`config.mk`:
```
export PLATFORM = sky130hd
export DESIGN_NAME = ch_trigger_ctrl
export DESIGN_NICKNAME = d
export VERILOG_FILES = /design/src/rtl/ch_trigger_ctrl_pkg.sv /design/src/rtl/ch_trigger_ctrl.sv
export SDC_FILE = /design/constraint.sdc
export NUM_CORES = 1
export LEC_CHECK = 0
export ABC_AREA = 1
export CORE_AREA = 5 5 92 94
export CTS_CLUSTER_DIAMETER = 40
export DETAILED_ROUTE_END_ITERATION = 8
export DIE_AREA = 0 0 97 99
export GPL_ROUTABILITY_DRIVEN = 0
export GPL_TIMING_DRIVEN = 0
export PLACE_DENSITY = 0.78
export SKIP_LAST_GASP = 1
export SYNTH_ARGS = -nofsm -noshare
export SYNTH_HDL_FRONTEND = slang
export SYNTH_SLANG_ARGS = --single-unit
```
`constraint.sdc`:
```
create_clock -name FCLK -period 4.6 [get_ports FCLK]
set_input_delay 1.38 -clock FCLK [delete_from_list [all_inputs] [get_ports FCLK]]
set_output_delay 1.38 -clock FCLK [all_outputs]
set_load 0.01 [all_outputs]
```
`src/rtl/ch_trigger_ctrl_pkg.sv`:
```
// Chip-level state encoding shared by the channel digital block.
package ch_trigger_ctrl_pkg;
   typedef enum logic [2:0] {
      STATE_STOPPED,
      STATE_INIT,
      STATE_CONFIG,
      STATE_RUN,
      STATE_READOUT
   } state_t;
endpackage

```
`src/rtl/ch_trigger_ctrl.sv`:
```
// Multi-channel trigger controller: synchronises discriminator outputs, detects
// rising hits, combines them (OR/AND/majority) and issues an acknowledged trigger.
module ch_trigger_ctrl
   import ch_trigger_ctrl_pkg::*;
#(
   parameter int unsigned N_CH         = 8,
   parameter int unsigned SYNC_STAGES  = 2,
   parameter int unsigned FLUSH_CYCLES = 16,
   parameter int unsigned HOLDOFF_W    = 8,
   parameter int unsigned CNT_W        = 10,
   parameter int unsigned THR_W        = $clog2(N_CH + 1)
) (
   input  logic                 FCLK,
   input  logic                 RSTB,
   input  logic                 INST_START,
   input  state_t               current_state,
   input  logic [N_CH-1:0]      DISCRIMINATOR_OUTPUT,
   input  logic [N_CH-1:0]      DISCRIMINATOR_POLARITY,
   input  logic [N_CH-1:0]      CH_ENABLE,
   input  logic [1:0]           TRIG_MODE,
   input  logic [THR_W-1:0]     MAJORITY_THRESH,
   input  logic [HOLDOFF_W-1:0] HOLDOFF_CYCLES,
   input  logic                 TRIG_ACK,
   output logic                 trigger,
   output logic [N_CH-1:0]      trigger_ch,
   output logic [CNT_W-1:0]     trigger_count,
   output logic                 armed
);

   typedef enum logic [2:0] {S_IDLE, S_FLUSH, S_ARMED, S_FIRED, S_HOLDOFF} fsm_t;

   localparam int unsigned FL_W  = $clog2(FLUSH_CYCLES + 1);
   localparam int unsigned TMR_W = (FL_W > HOLDOFF_W) ? FL_W : HOLDOFF_W;
   localparam logic [TMR_W-1:0] FLUSH_LAST = TMR_W'(FLUSH_CYCLES - 1);

   logic [N_CH-1:0]      r_sync [SYNC_STAGES];
   logic [N_CH-1:0]      r_hit;
   logic [N_CH-1:0]      r_hit_d;
   logic                 r_start_d;

   fsm_t                 r_state, w_state_nxt;
   logic [TMR_W-1:0]     r_tmr, w_tmr_nxt;
   logic [HOLDOFF_W-1:0] r_hold_len, w_hold_nxt;
   logic                 r_trig, w_trig_nxt;
   logic [N_CH-1:0]      r_ch, w_ch_nxt;
   logic [CNT_W-1:0]     r_cnt, w_cnt_nxt;
   logic                 r_armed;

   logic [N_CH-1:0]      w_edge;
   logic [THR_W-1:0]     w_pop;
   logic [THR_W-1:0]     w_thr;
   logic                 w_fire;
   logic                 w_allow;
   logic                 w_start_rise;
   logic [TMR_W-1:0]     w_hold_last;

   // Hit is registered after the synchroniser so a transition reaches the
   // trigger output SYNC_STAGES+1 edges after it is first sampled.
   always_ff @(posedge FCLK or negedge RSTB) begin
      if (!RSTB) begin
         for (int unsigned i = 0; i < SYNC_STAGES; i++) r_sync[i] <= '0;
         r_hit     <= '0;
         r_hit_d   <= '0;
         r_start_d <= 1'b0;
      end else begin
         r_sync[0] <= DISCRIMINATOR_OUTPUT;
         for (int unsigned i = 1; i < SYNC_STAGES; i++) r_sync[i] <= r_sync[i-1];
         r_hit     <= (r_sync[SYNC_STAGES-1] ^ DISCRIMINATOR_POLARITY) & CH_ENABLE;
         r_hit_d   <= r_hit;
         r_start_d <= INST_START;
      end
   end

   assign w_edge       = r_hit & ~r_hit_d;
   assign w_start_rise = INST_START & ~r_start_d;
   assign w_allow      = !(current_state inside {STATE_STOPPED, STATE_INIT, STATE_READOUT});
   assign w_thr        = (MAJORITY_THRESH == '0) ? THR_W'(1) : MAJORITY_THRESH;
   assign w_hold_last  = TMR_W'(r_hold_len) - TMR_W'(1);

   always_comb begin
      w_pop = '0;
      for (int unsigned i = 0; i < N_CH; i++) w_pop = w_pop + THR_W'(w_edge[i]);
   end

   always_comb begin
      w_fire = 1'b0;
      case (TRIG_MODE)
         2'd1:    w_fire = (CH_ENABLE != '0) && ((r_hit & CH_ENABLE) == CH_ENABLE) && (|w_edge);
         2'd2:    w_fire = (w_pop >= w_thr);
         default: w_fire = |w_edge;
      endcase
   end

   always_comb begin
      w_state_nxt = r_state;
      w_tmr_nxt   = r_tmr;
      w_hold_nxt  = r_hold_len;
      w_trig_nxt  = r_trig;
      w_ch_nxt    = r_ch;
      w_cnt_nxt   = r_cnt;
      if (!w_allow) begin
         w_state_nxt = S_IDLE;
         w_trig_nxt  = 1'b0;
      end else if (w_start_rise) begin
         // Restart from IDLE and from any active state share this path.
         w_state_nxt = S_FLUSH;
         w_tmr_nxt   = '0;
         w_trig_nxt  = 1'b0;
         w_cnt_nxt   = '0;
      end else begin
         case (r_state)
            S_FLUSH: begin
               if (r_tmr == FLUSH_LAST) w_state_nxt = S_ARMED;
               else                     w_tmr_nxt   = r_tmr + TMR_W'(1);
            end
            S_ARMED: begin
               if (w_fire) begin
                  w_state_nxt = S_FIRED;
                  w_trig_nxt  = 1'b1;
                  w_ch_nxt    = w_edge;
                  if (r_cnt != '1) w_cnt_nxt = r_cnt + CNT_W'(1);
               end
            end
            S_FIRED: begin
               if (TRIG_ACK) begin
                  w_trig_nxt = 1'b0;
                  if (HOLDOFF_CYCLES == '0) begin
                     w_state_nxt = S_ARMED;
                  end else begin
                     w_state_nxt = S_HOLDOFF;
                     w_tmr_nxt   = '0;
                     w_hold_nxt  = HOLDOFF_CYCLES;
                  end
               end
            end
            S_HOLDOFF: begin
               if (r_tmr == w_hold_last) w_state_nxt = S_ARMED;
               else                      w_tmr_nxt   = r_tmr + TMR_W'(1);
            end
            default: w_state_nxt = S_IDLE;
         endcase
      end
   end

   always_ff @(posedge FCLK or negedge RSTB) begin
      if (!RSTB) begin
         r_state    <= S_IDLE;
         r_tmr      <= '0;
         r_hold_len <= '0;
         r_trig     <= 1'b0;
         r_ch       <= '0;
         r_cnt      <= '0;
         r_armed    <= 1'b0;
      end else begin
         r_state    <= w_state_nxt;
         r_tmr      <= w_tmr_nxt;
         r_hold_len <= w_hold_nxt;
         r_trig     <= w_trig_nxt;
         r_ch       <= w_ch_nxt;
         r_cnt      <= w_cnt_nxt;
         r_armed    <= (w_state_nxt == S_ARMED);
      end
   end

   assign trigger       = r_trig;
   assign trigger_ch    = r_ch;
   assign trigger_count = r_cnt;
   assign armed         = r_armed;

endmodule

```
==> results.cfg <==
[status]
status = complete, no violations

[logic_synthesis]
yosys_warnings = 0
yosys.cell_types.count = 37
yosys.area.top_type = dfrtp_1
synthTopCellsByArea = dfrtp_1, nand2_1, inv_1
syn_nets = 545
synth_seq_cells = 72
postSynthAreaPerCell_sq_um = 8.02
ys_seq_area_frac = 0.465
syn-cell-area_sq_um = 3870
synthCells = 483
synth_top_area_frac = 0.465

[cells_and_area]
fin_area_sq_um = 4870
fillCellCount = 631
antenna_cells = 0
most-common-layout-cells = nand2_1, dfrtp_1, inv_1
final_nets = 620
layout_commonest_cell = nand2_1
drive_above_1_share = 0.0996
final_util = 0.644
area_growth_pct = 25.7

[sta]
worst_hold_slack_ns = 0.351
fin_crit_ns = 4.34
relSlewSlack = 0.408
worstMarginPinSlew_ns = 0.888
finalMaxSlewViolations = 0
setup_viol = 0
clock_skew_ns = 0.00895
rsz0062_at_grt = yes
fin_crit_sh = 0.943
hold_viol = 0
fmax_mhz = 230

[setup_path]
start_kind = flop
arrival_ns = 4.56
critPathMaxFanout = 10
end_kind = flop
cpLargestDelayFamily = adder cells
crit_top_cell = inv_1
critPathKind = reg2reg
critPathRequiredTime_ns = 4.82
critPathBufInv = 7
slowest_delay_ns = 0.50
path_cells = nand2_1 > inv_1 > fa_1 > inv_1 > fa_1 > fa_1 > inv_1 > ha_1 > inv_1 > fa_1 > inv_1 > ha_1 > inv_1 > o21bai_1 > nand3_1 > nand3_1 > nand3_1 > nand2_1 > nand3_4 > buf_6 > nand2_1 > o21ai_1
slowest_stage = fa_1

[routing]
wl_per_cell_um = 12.5
via_per_inst = 4.91
drtAntennaViolNets = 0
vias = 3260
drtIter0Drc = 160
routed_wl_um = 8300
drc = 0
dr.pass1.iters = 4

[die]
start_util = 0.512
core_sq_um = 7570
die_w_um = 97
die_area_sq_um = 9600
pin_count = 65
die_h_um = 99
num_rows = 32

[clock_network]
cts_buffers = 9
root_buffer = clkbuf_8
clk_pin_slew_ns = 0.08
cts_sinks = 72
ctsLongestPathBuffers = 2
htreeDepth = 3
clock_latency_ns = 0.34
cts_tree = done

[power]
p_per_area_nw_per_um2 = 348
p_leak_nw = 2.38
irDropWorstVdd_mv = 0.239
power_mw = 1.70

[grt]
use_met1 = 0.229
top_usage_layer = met2
grtUsageTotal = 0.185
grtUsageMet3 = 0.0481
gr-total-overflow = 0
grt_pass1_vias = 3256
use_met2 = 0.312
grt_pass1_wl_um = 14600
antenna_found_initial = 0
grt_max_degree = 73

[placed_design]
dp_hpwl_um = 6310
io_buffers = 64
place_area_sq_um = 4640

[worst_hold_path]
hp-class = reg2reg

[run]
max-cap-violations = 0
[state kept, by name (all words and copies together) (netlist names)]
signal,count
armed,1
r_hit,8
r_hit_d,8
r_hold_len,8
r_start_d,1
r_state,3
r_sync,16
r_tmr,8
trigger,1
trigger_ch,8
trigger_count,10
[kinds of logic (layout without fill, tap and decap cells)]
group / after synthesis / in the layout / share of synthesized area
AND/OR/NAND/NOR: 261 / 261 / 0.307
XOR/XNOR: 12 / 12 / 0.0271
flip-flops: 72 / 72 / 0.465
adder cells (fa/ha/maj): 17 / 17 / 0.0626
AO/OA/AOI/OAI: 42 / 42 / 0.0572
buffers and inverters: 79 / 158 / 0.0807
[worst paths after layout]
path	startpoint	end	slack (ns)	cells past startpoint
worst max-delay path	r_hit[3]$_DFF_PN0_	trigger_ch[4]$_DFFE_PN0P_	0.26	22
worst max register to register	r_hit[3]$_DFF_PN0_	trigger_ch[4]$_DFFE_PN0P_	0.26	22
worst min-delay path	r_sync[14]$_DFF_PN0_	r_sync[6]$_DFF_PN0_	0.35	0
min in group asynchronous	RSTB	r_sync[15]$_DFF_PN0_	1.16	1
max in group asynchronous	RSTB	trigger_count[1]$_DFFE_PN0P_	2.86	1
worst min register to register	r_sync[14]$_DFF_PN0_	r_sync[6]$_DFF_PN0_	0.35	0
[metrics by stage]
stage | setup TNS [ns] | worst slack (ns) | std cells
after floorplan | 0 | 0.686 | 483
after global placement | -19.47 | -0.276 | 649
after detailed placement | 0 | 0.240 | 649
after CTS | 0 | 0.233 | 664
after global routing | -0.0208 | -0.0208 | 664
final | 0 | 0.260 | 664
[cell type report]
| cell class | instances | area (sq um) | share of cell area |
|---|---|---|---|
| multi-input combinational | 332 | 1770 | 0.363 |
| buffer | 6 | 41.3 | 0.00848 |
| sequential | 72 | 1800 | 0.370 |
| clock buffer | 10 | 138 | 0.0283 |
| tap | 102 | 128 | 0.0262 |
| timing repair buffer | 64 | 638 | 0.131 |
| inverter | 73 | 274 | 0.0563 |
| clock inverter | 5 | 81.3 | 0.0167 |
[synthesized netlist by cell type, drive strengths merged]
cell	count
nand2	134
dfrtp	72
inv	71
nor2	60
nand3	37
o21ai	31
ha	13
or2	9
nor3	8
xor2	8
a21oi	6
nand4	6
buf	4
fa	4
xnor2	4
nor4	3
a31oi	2
clkinv	2
nand3b	2
a31o	1
and3	1
clkbuf	1
dlygate4sd1	1
nor4b	1
o21a	1
o21bai	1
[power breakdown]
part	internal (mW)	switching, mW
clock	0.317	0.235
combinational	0.186	0.205
sequential	0.689	0.0635
[routing by layer]
layer	wire length, um	vias to the layer above
li1	-	1667
met1	3670	1515
met2	4070	70
met3	476	8
met4	82	0
met5	0	-
[what timing repair did]
action	in CTS	in global routing
resized for setup	0	3
setup endpoints to repair	0	8
hold endpoints to repair	0	0
hold buffers	0	0
setup buffers	0	0
(Power assumes the default switching activity.)
